<file path="config.mk">
export PLATFORM = sky130hd
export DESIGN_NAME = fpmul_rr_scheduler_flat
export DESIGN_NICKNAME = d
export VERILOG_FILES = /design/src/rtl/fpmul_rr_scheduler_pkg.sv /design/src/rtl/fpmul_rr_scheduler_if.sv /design/src/rtl/fpmul_rr_scheduler_arbiter.sv /design/src/rtl/fpmul_rr_scheduler.sv /design/src/flat_wrapper.sv
export SDC_FILE = /design/constraint.sdc
export NUM_CORES = 1
export LEC_CHECK = 0
export ABC_CLOCK_PERIOD_IN_PS = 10600
export CAP_MARGIN = 30
export CORE_AREA = 2 2 197 199
export DETAILED_ROUTE_END_ITERATION = 6
export DIE_AREA = 0 0 199 201
export PLACE_DENSITY_LB_ADDON = 0.15
export SYNTH_ARGS = -nofsm -noshare
export SYNTH_HDL_FRONTEND = slang
export SYNTH_HIERARCHICAL = 1
export SYNTH_SLANG_ARGS = --single-unit
</file>
<file path="constraint.sdc">
create_clock -name clk -period 10.6 [get_ports clk]
set_input_delay 2.12 -clock clk [delete_from_list [all_inputs] [get_ports clk]]
set_output_delay 2.12 -clock clk [all_outputs]
set_load 0.05 [all_outputs]
</file>
<file path="src/rtl/fpmul_rr_scheduler_pkg.sv">
// Shared types and default sizes for the FP multiplier round-robin scheduler.
// Contents: operand width, default latency/requester count, requester id and
// tag-pipe entry types.
package fpmul_sched_pkg;

  localparam int unsigned DATA_W      = 32;
  localparam int unsigned MUL_LAT_DEF = 4;
  localparam int unsigned N_REQ_DEF   = 4;
  // Ids are sized for the largest supported requester count so one tag type
  // serves every legal N_REQ.
  localparam int unsigned N_REQ_MAX   = 8;
  localparam int unsigned ID_W        = $clog2(N_REQ_MAX);

  typedef logic [ID_W-1:0] id_t;

  typedef struct packed {
    logic vld;
    id_t  id;
  } tag_t;

endpackage

</file>
<file path="src/rtl/fpmul_rr_scheduler_if.sv">
// Client and multiplier-side bundle for fpmul_rr_scheduler.
// master: client/multiplier side (drives requests, resp_ready, mul_z).
// slave : scheduler side (drives grants, responses, mul operands, in_flight).
interface fpmul_rr_scheduler_if
  import fpmul_sched_pkg::*;
#(
  parameter int unsigned N_REQ = N_REQ_DEF
);
  localparam int unsigned CNT_W = $clog2(N_REQ + 1);

  logic [N_REQ-1:0]             req_valid;
  logic [N_REQ-1:0]             req_ready;
  logic [N_REQ-1:0][DATA_W-1:0] req_a;
  logic [N_REQ-1:0][DATA_W-1:0] req_b;
  logic [N_REQ-1:0]             resp_valid;
  logic [N_REQ-1:0]             resp_ready;
  logic [N_REQ-1:0][DATA_W-1:0] resp_data;
  logic [DATA_W-1:0]            mul_a;
  logic [DATA_W-1:0]            mul_b;
  logic [DATA_W-1:0]            mul_z;
  logic [CNT_W-1:0]             in_flight;

  modport master (
    output req_valid, req_a, req_b, resp_ready, mul_z,
    input  req_ready, resp_valid, resp_data, mul_a, mul_b, in_flight
  );

  modport slave (
    input  req_valid, req_a, req_b, resp_ready, mul_z,
    output req_ready, resp_valid, resp_data, mul_a, mul_b, in_flight
  );

endinterface

</file>
<file path="src/rtl/fpmul_rr_scheduler_arbiter.sv">
// Combinational round-robin arbiter.
// Ports: req (request vector), ptr (highest-priority index this cycle),
//        gnt (one-hot grant, zero when no request), gnt_idx (granted index).
module rr_arbiter #(
  parameter  int unsigned N  = 4,
  localparam int unsigned PW = (N > 1) ? $clog2(N) : 1
) (
  input  logic [N-1:0]  req,
  input  logic [PW-1:0] ptr,
  output logic [N-1:0]  gnt,
  output logic [PW-1:0] gnt_idx
);

  logic [PW-1:0] idx;
  logic          found;

  // Scan from ptr upward with wrap; the first requester seen wins.
  always_comb begin
    gnt     = '0;
    gnt_idx = '0;
    found   = 1'b0;
    idx     = '0;
    for (int unsigned k = 0; k < N; k++) begin
      idx = PW'((32'(ptr) + k) % N);
      if (!found && req[idx]) begin
        found      = 1'b1;
        gnt[idx]   = 1'b1;
        gnt_idx    = idx;
      end
    end
  end

endmodule

</file>
<file path="src/rtl/fpmul_rr_scheduler.sv">
// Shares one fixed-latency, non-stallable FP multiplier between N_REQ
// requesters. Round-robin issue of at most one op per cycle, a tag pipe
// matched to the multiplier latency, and a one-deep result slot per requester.
// Ports: clk, rst (sync, active-high), bus (slave side: per-requester
//        request/response handshakes, mul_a/mul_b/mul_z, in_flight).
module fpmul_rr_scheduler
  import fpmul_sched_pkg::*;
#(
  parameter int unsigned N_REQ   = N_REQ_DEF,
  parameter int unsigned MUL_LAT = MUL_LAT_DEF
) (
  input logic                 clk,
  input logic                 rst,
  fpmul_rr_scheduler_if.slave bus
);

  localparam int unsigned PTR_W = (N_REQ > 1) ? $clog2(N_REQ) : 1;
  localparam int unsigned CNT_W = $clog2(N_REQ + 1);
  localparam int unsigned N_STG = MUL_LAT + 1;

  logic [N_REQ-1:0]             pend_q;
  logic [N_REQ-1:0]             busy_c;
  logic [N_REQ-1:0]             elig_c;
  logic [N_REQ-1:0]             gnt_c;
  logic [PTR_W-1:0]             gnt_idx_c;
  logic                         gnt_any_c;
  logic [PTR_W-1:0]             ptr_q;
  tag_t                         tag_q [N_STG];
  logic [N_REQ-1:0]             ret_c;
  logic                         ret_any_c;
  logic [N_REQ-1:0]             resp_valid_q;
  logic [N_REQ-1:0][DATA_W-1:0] resp_data_q;
  logic [DATA_W-1:0]            mul_a_q;
  logic [DATA_W-1:0]            mul_b_q;
  logic [CNT_W-1:0]             in_flight_q;

  // A requester stays ineligible until its product has been consumed, so
  // each result slot can never be overwritten.
  assign busy_c = pend_q | resp_valid_q;
  assign elig_c = bus.req_valid & ~busy_c & {N_REQ{~rst}};

  rr_arbiter #(.N(N_REQ)) u_arb (
    .req     (elig_c),
    .ptr     (ptr_q),
    .gnt     (gnt_c),
    .gnt_idx (gnt_idx_c)
  );

  assign gnt_any_c     = |gnt_c;
  assign bus.req_ready = gnt_c;

  // Tag leaving the last stage lines up with mul_z for the op it describes.
  assign ret_any_c = tag_q[N_STG-1].vld;
  always_comb begin
    ret_c = '0;
    for (int i = 0; i < N_REQ; i++) begin
      ret_c[i] = tag_q[N_STG-1].vld && (tag_q[N_STG-1].id == id_t'(i));
    end
  end

  // Tag pipe: free-running shift, one entry per multiplier stage plus the
  // operand register.
  always_ff @(posedge clk) begin
    if (rst) begin
      for (int s = 0; s < N_STG; s++) tag_q[s] <= '0;
    end else begin
      tag_q[0].vld <= gnt_any_c;
      tag_q[0].id  <= id_t'(gnt_idx_c);
      for (int s = 1; s < N_STG; s++) tag_q[s] <= tag_q[s-1];
    end
  end

  // Issue side: operand capture, pointer advance, pending flags, op count.
  always_ff @(posedge clk) begin
    if (rst) begin
      mul_a_q     <= '0;
      mul_b_q     <= '0;
      ptr_q       <= '0;
      pend_q      <= '0;
      in_flight_q <= '0;
    end else begin
      if (gnt_any_c) begin
        mul_a_q <= bus.req_a[gnt_idx_c];
        mul_b_q <= bus.req_b[gnt_idx_c];
        ptr_q   <= (gnt_idx_c == PTR_W'(N_REQ - 1)) ? '0 : gnt_idx_c + PTR_W'(1);
      end
      pend_q <= (pend_q | gnt_c) & ~ret_c;
      case ({gnt_any_c, ret_any_c})
        2'b10:   in_flight_q <= in_flight_q + CNT_W'(1);
        2'b01:   in_flight_q <= in_flight_q - CNT_W'(1);
        default: in_flight_q <= in_flight_q;
      endcase
    end
  end

  // Result slots: load on return, hold until the requester takes it.
  always_ff @(posedge clk) begin
    if (rst) begin
      resp_valid_q <= '0;
      resp_data_q  <= '0;
    end else begin
      for (int i = 0; i < N_REQ; i++) begin
        if (ret_c[i]) begin
          resp_valid_q[i] <= 1'b1;
          resp_data_q[i]  <= bus.mul_z;
        end else if (resp_valid_q[i] && bus.resp_ready[i]) begin
          resp_valid_q[i] <= 1'b0;
        end
      end
    end
  end

  assign bus.resp_valid = resp_valid_q;
  assign bus.resp_data  = resp_data_q;
  assign bus.mul_a      = mul_a_q;
  assign bus.mul_b      = mul_b_q;
  assign bus.in_flight  = in_flight_q;

endmodule

</file>
<file path="src/flat_wrapper.sv">
// flat-port wrapper written by rule: the top's interface ports become plain ports
module fpmul_rr_scheduler_flat import fpmul_sched_pkg::*;
#(
  parameter int unsigned N_REQ   = N_REQ_DEF,
  parameter int unsigned MUL_LAT = MUL_LAT_DEF
)
  (clk, rst, bus_req_valid, bus_req_a, bus_req_b, bus_resp_ready, bus_mul_z, bus_req_ready, bus_resp_valid, bus_resp_data, bus_mul_a, bus_mul_b, bus_in_flight);
  fpmul_rr_scheduler_if #(.N_REQ(N_REQ)) bus_i ();
  input logic clk;
  input logic rst;
  input wire logic [$bits(bus_i.req_valid)-1:0] bus_req_valid;
  input wire logic [$bits(bus_i.req_a)-1:0] bus_req_a;
  input wire logic [$bits(bus_i.req_b)-1:0] bus_req_b;
  input wire logic [$bits(bus_i.resp_ready)-1:0] bus_resp_ready;
  input wire logic [$bits(bus_i.mul_z)-1:0] bus_mul_z;
  output wire logic [$bits(bus_i.req_ready)-1:0] bus_req_ready;
  output wire logic [$bits(bus_i.resp_valid)-1:0] bus_resp_valid;
  output wire logic [$bits(bus_i.resp_data)-1:0] bus_resp_data;
  output wire logic [$bits(bus_i.mul_a)-1:0] bus_mul_a;
  output wire logic [$bits(bus_i.mul_b)-1:0] bus_mul_b;
  output wire logic [$bits(bus_i.in_flight)-1:0] bus_in_flight;
  assign bus_i.req_valid = bus_req_valid;
  assign bus_i.req_a = bus_req_a;
  assign bus_i.req_b = bus_req_b;
  assign bus_i.resp_ready = bus_resp_ready;
  assign bus_i.mul_z = bus_mul_z;
  assign bus_req_ready = bus_i.req_ready;
  assign bus_resp_valid = bus_i.resp_valid;
  assign bus_resp_data = bus_i.resp_data;
  assign bus_mul_a = bus_i.mul_a;
  assign bus_mul_b = bus_i.mul_b;
  assign bus_in_flight = bus_i.in_flight;
  fpmul_rr_scheduler #(.N_REQ(N_REQ), .MUL_LAT(MUL_LAT)) u_core (.clk(clk), .rst(rst), .bus(bus_i));
endmodule
</file>
==> out/qor.csv, run 1 <==
stage,metric,value,unit
run_status,status,finished clean,
logic_synthesis,ys.flop_type,dfxtp_1,
power_and_ir_drop,p_seq_share,28.0,%
critical_path,required,8.48,ns
critical_path,crit_type,in2out,
clock_tree,hold_buffers,0,
layout,fin_area,15590,um^2
routing,drtAntennaViolNets,0,
critical_path,start_kind,primary input,
sta,rsz0062_at_grt,no,
sta,setup_viol,0,
clock_tree,clk_transition_reported_paths,0.05,ns
sta,setup_ws,2.885,ns
sta,fin_crit,7.715,ns
layout,nNetsFinal,1689,
clock_tree,cts_setup_buffers,0,
logic_synthesis,yosysSeqAreaShare,47.82,%
logic_synthesis,synth_area,9210,um^2
routing,drc_errors,0,
global_route,antenna_found_initial,1,
worst_hold_path,min-delay-start,u_core/tag_q[0][0]$_SDFF_PP0_,
logic_synthesis,ys.warnings.count,6,
global_route,grt_overflow,0,
sta,max_freq,129.6,MHz
logic_synthesis,synth-seq-cells,220,
power_and_ir_drop,cellPowerDensity,226.9,nW/um^2
critical_path,arrival,5.59,ns
global_route,grt_pass1_wl,53420,um
clock_tree,htreeDepth,1,
placed_design,dp_hpwl,26130,um
clock_tree,root_buffer,clkbuf_16,
clock_tree,cts_tree,built,
job,drv_cap,0,
power_and_ir_drop,pwr-share-comb,45.4,%
clock_tree,cts_buffers,28,
placed_design,place_inst,1869,
sta,tightest_slew,1.052,ns
logic_synthesis,ys_types,42,
critical_path,crit_path_max_incr_delay,0.91,ns
floorplanning,row_count,72,
clock_tree,clock_path_buffers,3,
critical_path,worstSetupEndpointType,output pin,
floorplanning,io-pin-count,501,
routing,num_vias,8712,
logic_synthesis,async_reset_ff_share,0,%
logic_synthesis,yosysTopAreaCellShare,47.82,%
floorplanning,die_w,199,um
placed_design,place_ws,2.703,ns
power_and_ir_drop,p_sw_share,36.30,%
sta,finalSetupTns,0,ns
placed_design,io_buffers,500,
critical_path,reg2reg_from,u_core/ptr_q[0]$_SDFFE_PP0P_,
routing,drt-initial-drc-count,379,
global_route,grt_pass1_vias,8963,
critical_path,crit_start,rst,
power_and_ir_drop,p_clk_share,26.6,%
power_and_ir_drop,p_sw,1.284,mW
power_and_ir_drop,power_leakage,5.333,nW
floorplanning,die_area,40000,um^2
sta,slew_headroom,28.87,%
floorplanning,fp.dieH,201,um
routing,dr.pass1.iters,6,
sta,hold_violations,0,
floorplanning,design.core.area,38110,um^2
sta,finClkSkew,0.01025,ns
clock_tree,clock_sinks,220,
critical_path,cpMaxStageDelayCell,nor4b_1,
critical_path,crit_chain,buf_4 -> buf_16 -> nor4b_1 -> mux4_1 -> nand2b_4 -> nor3_4 -> a22oi_1 -> o21ai_1 -> clkdlybuf4s50_1,
clock_tree,clock_latency,0.54,ns
logic_synthesis,synth.area.top_cells,"dfxtp_1, mux4_2, nand2_1",
power_and_ir_drop,power.internal,2.253,mW
logic_synthesis,syn_nets,1222,
logic_synthesis,synth_edf_count,0,
clock_tree,cts-resized-gates,0,
placed_design,dpl-instance-area,14640,um^2
routing,wire_per_inst,18.55,um
routing,avgViaCountPerCell,4.533,
global_route,gr-usage-all-layers,17.34,%
layout,final_core_util,40.91,%
sta,fin_crit_sh,72.78,%
sta,drv_slew,0,
power_and_ir_drop,vdd_ir_drop_max,139.1,uV
logic_synthesis,syn_inst,916,
routing,drt_wl_total,35660,um
logic_synthesis,synth.most_common_cell,nand2_1,
layout,syn2layout_area_growth,69.28,%
logic_synthesis,synth_area_leader_cell,dfxtp_1,
layout,post_layout_nonfiller_instances,1922,
logic_synthesis,synthTopCellsByCount,"nand2_1, dfxtp_1, a21oi_1, mux4_2, a22o_1",
power_and_ir_drop,power,3.537,mW
sta,whs,0.4334,ns
placed_design,gp_congestion,0.7796,
critical_path,critPathMaxFanout,84,
floorplanning,initial_core_util,24.17,%
logic_synthesis,avgSynthCellArea,10.05,um^2
worst_hold_path,hp-class,reg2reg,
global_route,grt_max_degree,86,
layout,drive_above_1_share,9.765,%
## power by group through the flow
stage	clock network (mW)	logic, mW	registers (mW)
floorplan	0	0.914	1.25
global placement	0	1.63	1.00
detailed placement	0	1.64	1.00
CTS	0.977	1.64	0.990
global route	1.01	1.72	1.00
finish	0.941	1.61	0.990
## final cells by class
type                            count  area [um^2]
Inverter                            3        11.26
Antenna cell                        1        2.502
Tap cell                          518        648.1
Sequential cell                   220         4404
Clock buffer                       40        807.0
Clock inverter                     10        110.1
Multi-Input combinational cell    614         4468
Timing Repair Buffer              516         5140
Fill cell                        3792        22520
## state kept, by name, summed over array words and instances, names as in the netlist
register,count
u_core/bus.in_flight,3
u_core/bus.resp_data,128
u_core/bus.mul_a,32
u_core/pend_q,4
u_core/bus.mul_b,32
u_core/bus.resp_valid,4
u_core/ptr_q,2
u_core/tag_q,15
## routing by layer
layer	part of all wire (%)	wire (um)	GRT usage [%]	vias to the layer above
met3	9.8	3503	5.662	53
li1	-	-	-	4184
met1	38	13650	19.84	4116
met5	0	0	0	-
met2	49	17610	30.39	359
met4	2.5	902	5.437	0
## placed cells by master (no fill, tap or decap), types with 2 or more instances in the layout
cell	n
clkinv_4	2
clkbuf_1	7
o21ai_0	2
nor4b_1	4
dfxtp_1	220
o21ai_1	6
nand2_1	258
inv_1	2
nand3b_1	3
buf_4	15
clkbuf_16	29
or3_1	2
clkbuf_8	4
nor2b_4	2
bufinv_16	2
clkdlybuf4s50_1	499
nor3_1	5
nor2b_1	14
ha_1	7
mux4_2	67
mux2i_1	4
nand2b_1	4
nor2_1	9
a22o_1	65
and3b_1	2
and3_1	2
a22oi_1	8
clkinv_2	5
a21oi_1	134
## logic make-up (layout without fill, tap and decap cells)
group,Yosys count,in the layout,synth area share (%)
XOR/XNOR,2,2,0.1902
multiplexers,72,72,17.10
other,0,1,0
AND/OR/NAND/NOR,312,312,14.56
adder cells (fa/ha/maj),8,8,1.168
AO/OA/AOI/OAI,220,220,14.96
buffers and inverters,82,569,4.198
flip-flops,220,220,47.82
## worst max-delay path, delay by kind of cell
family                 cells  cell delay, ns
multiplexers               1            0.48
AO/OA/AOI/OAI              2            0.41
AND/OR/NAND/NOR            3            1.27
buffers and inverters      3            1.25
## path summary, 6_finish.rpt
path / endpoint / slack [ns] / depth (start not counted)
worst max-delay path: bus_req_ready[0] / 2.89 / 9
worst min-delay path: u_core/tag_q[0][4]$_SDFF_PP0_ / 0.43 / 1
worst max register to register: u_core/bus.mul_b[19]$_SDFFE_PP0P_ / 6.05 / 10
worst min register to register: u_core/tag_q[0][4]$_SDFF_PP0_ / 0.43 / 1
(Power assumes the default switching activity.)
==> run 2, diff against run 1 <==
--- a/config.mk
+++ b/config.mk
@@ -5,11 +5,11 @@
 export SDC_FILE = /design/constraint.sdc
 export NUM_CORES = 1
 export LEC_CHECK = 0
-export ABC_CLOCK_PERIOD_IN_PS = 10600
+export ABC_CLOCK_PERIOD_IN_PS = 7800
 export CAP_MARGIN = 30
-export CORE_AREA = 2 2 197 199
+export CORE_AREA = 2 2 192 194
 export DETAILED_ROUTE_END_ITERATION = 6
-export DIE_AREA = 0 0 199 201
+export DIE_AREA = 0 0 194 196
 export PLACE_DENSITY_LB_ADDON = 0.15
 export SYNTH_ARGS = -nofsm -noshare
 export SYNTH_HDL_FRONTEND = slang
==> constraint.sdc (replaced) <==
create_clock -name clk -period 7.8 [get_ports clk]
set_input_delay 1.56 -clock clk [delete_from_list [all_inputs] [get_ports clk]]
set_output_delay 1.56 -clock clk [all_outputs]
set_load 0.05 [all_outputs]
==> out/qor.csv, run 2 (synthesized netlist as in run 1, its figures left out) <==
stage,metric,value,unit
global_route,grt_pass1_vias,8807,
global_route,gr-usage-all-layers,17.53,%
power_and_ir_drop,power_leakage,5.320,nW
routing,drt_wl_total,34990,um
floorplanning,row_count,70,
layout,diodes,0,
placed_design,dp_hpwl,25720,um
global_route,grt_pass1_wl,52400,um
routing,wire_per_inst,18.71,um
layout,drive_above_1_share,9.843,%
sta,max_freq,155.8,MHz
routing,dr.pass1.iters,6,
critical_path,crit_type,in2out,
clock_tree,hold_buffers,0,
layout,nNetsFinal,1691,
floorplanning,design.core.area,36080,um^2
clock_tree,clk_transition_reported_paths,0.05,ns
floorplanning,fp.dieH,196,um
global_route,grt_overflow,0,
power_and_ir_drop,cellPowerDensity,308.0,nW/um^2
floorplanning,io-pin-count,501,
sta,fin_crit_sh,82.30,%
routing,avgViaCountPerCell,4.650,
critical_path,required,6.24,ns
clock_tree,htreeDepth,1,
sta,finalSetupTns,0,ns
clock_tree,cts_setup_buffers,0,
layout,post_layout_nonfiller_instances,1870,
layout,largest_reg_flops,128,
clock_tree,clock_latency,0.52,ns
sta,setup_viol,0,
routing,num_vias,8695,
global_route,antenna_found_initial,0,
clock_tree,cts_tree,built,
clock_tree,cts-resized-gates,0,
layout,final_cell_mix,"clkdlybuf4s50_1, nand2_1, dfxtp_1",
power_and_ir_drop,vdd_ir_drop_max,216.7,uV
critical_path,start_kind,primary input,
clock_tree,root_buffer,clkbuf_16,
global_route,grt_max_degree,90,
job,drv_cap,0,
sta,rsz0062_at_grt,no,
clock_tree,clock_sinks,220,
sta,slew_headroom,36.84,%
routing,drc_errors,0,
floorplanning,initial_core_util,25.52,%
critical_path,worstSetupEndpointType,output pin,
critical_path,critPathMaxFanout,6,
layout,syn2layout_area_growth,68.25,%
routing,drtAntennaViolNets,0,
layout,final_common_cell,clkdlybuf4s50_1,
clock_tree,cts_buffers,26,
sta,tightest_slew,0.9474,ns
placed_design,io_buffers,500,
sta,hold_violations,0,
floorplanning,die_w,194,um
clock_tree,clock_path_buffers,3,
sta,fin_crit,6.419,ns
routing,drt-initial-drc-count,315,
layout,fillerInstances,3618,
worst_hold_path,hp-class,reg2reg,
critical_path,arrival,4.86,ns
sta,finClkSkew,0.009441,ns
floorplanning,die_area,38020,um^2
placed_design,gp_congestion,0.7672,
placed_design,place_inst,1823,
run_status,status,finished clean,
sta,drv_slew,0,
==> run 2: stage by stage <==
step                      hold slack (ns)  setup slack (ns)  area (um^2)  power, mW  utilization, %
after floorplan                    0.4138             2.190         9210      2.943               -
after global placement             0.4156             1.404        14620      3.603           40.51
after detailed placement           0.4251             1.251        14620      3.612           40.51
after CTS                          0.4393             1.259        15490      4.877           42.92
after global routing               0.4602             1.128        15500      5.033           42.94
final                              0.4363             1.381        15500      4.773           42.94
==> run 2: critical path, cell delays in order <==
cell	delay, ns
clkdlybuf4s50_1	0.46
nor4b_1	0.73
mux4_1	0.46
nand2b_4	0.08
nor3_4	0.27
a22oi_1	0.10
o21ai_1	0.26
clkdlybuf4s50_1	0.93
==> run 2: power breakdown <==
part | total, mW | switching, mW | internal [mW]
Clock | 1.23 | 0.483 | 0.751
Sequential | 1.34 | 0.0767 | 1.27
Combinational | 2.20 | 1.17 | 1.02
Total | 4.77 | 1.73 | 3.04
==> run 2: final timing paths <==
kind                                 startpoint                                 to  slack, ns  cells past startpoint
hold reg to reg   u_core/tag_q[0][7]$_SDFF_PP0_     u_core/tag_q[0][11]$_SDFF_PP0_       0.44                      1
setup / recovery               bus_req_valid[2]                   bus_req_ready[3]       1.38                      8
setup reg to reg   u_core/ptr_q[0]$_SDFFE_PP0P_  u_core/bus.mul_b[31]$_SDFFE_PP0P_       3.59                     10
hold / removal    u_core/tag_q[0][7]$_SDFF_PP0_     u_core/tag_q[0][11]$_SDFF_PP0_       0.44                      1
==> run 2: cell type report <==
| class | instances | area (um^2) | share of cell area, % |
|---|---|---|---|
| sequential | 220 | 4404 | 28.42 |
| inverter | 3 | 11.26 | 0.07267 |
| clock buffer | 38 | 777.0 | 5.014 |
| multi-input combinational | 614 | 4468 | 28.83 |
| clock inverter | 7 | 90.09 | 0.5813 |
| timing repair buffer | 520 | 5160 | 33.30 |
| tap | 468 | 585.6 | 3.779 |
==> run 2: metal layers <==
| layer | GRT usage (%) | part of all wire [%] | vias up |
|---|---|---|---|
| met4 | 3.648 | 1.6 | 0 |
| met3 | 5.725 | 8.9 | 36 |
| met2 | 31.32 | 50 | 348 |
| met1 | 20.46 | 39 | 4122 |
| li1 | - | - | 4189 |
| met5 | 0 | 0 | - |
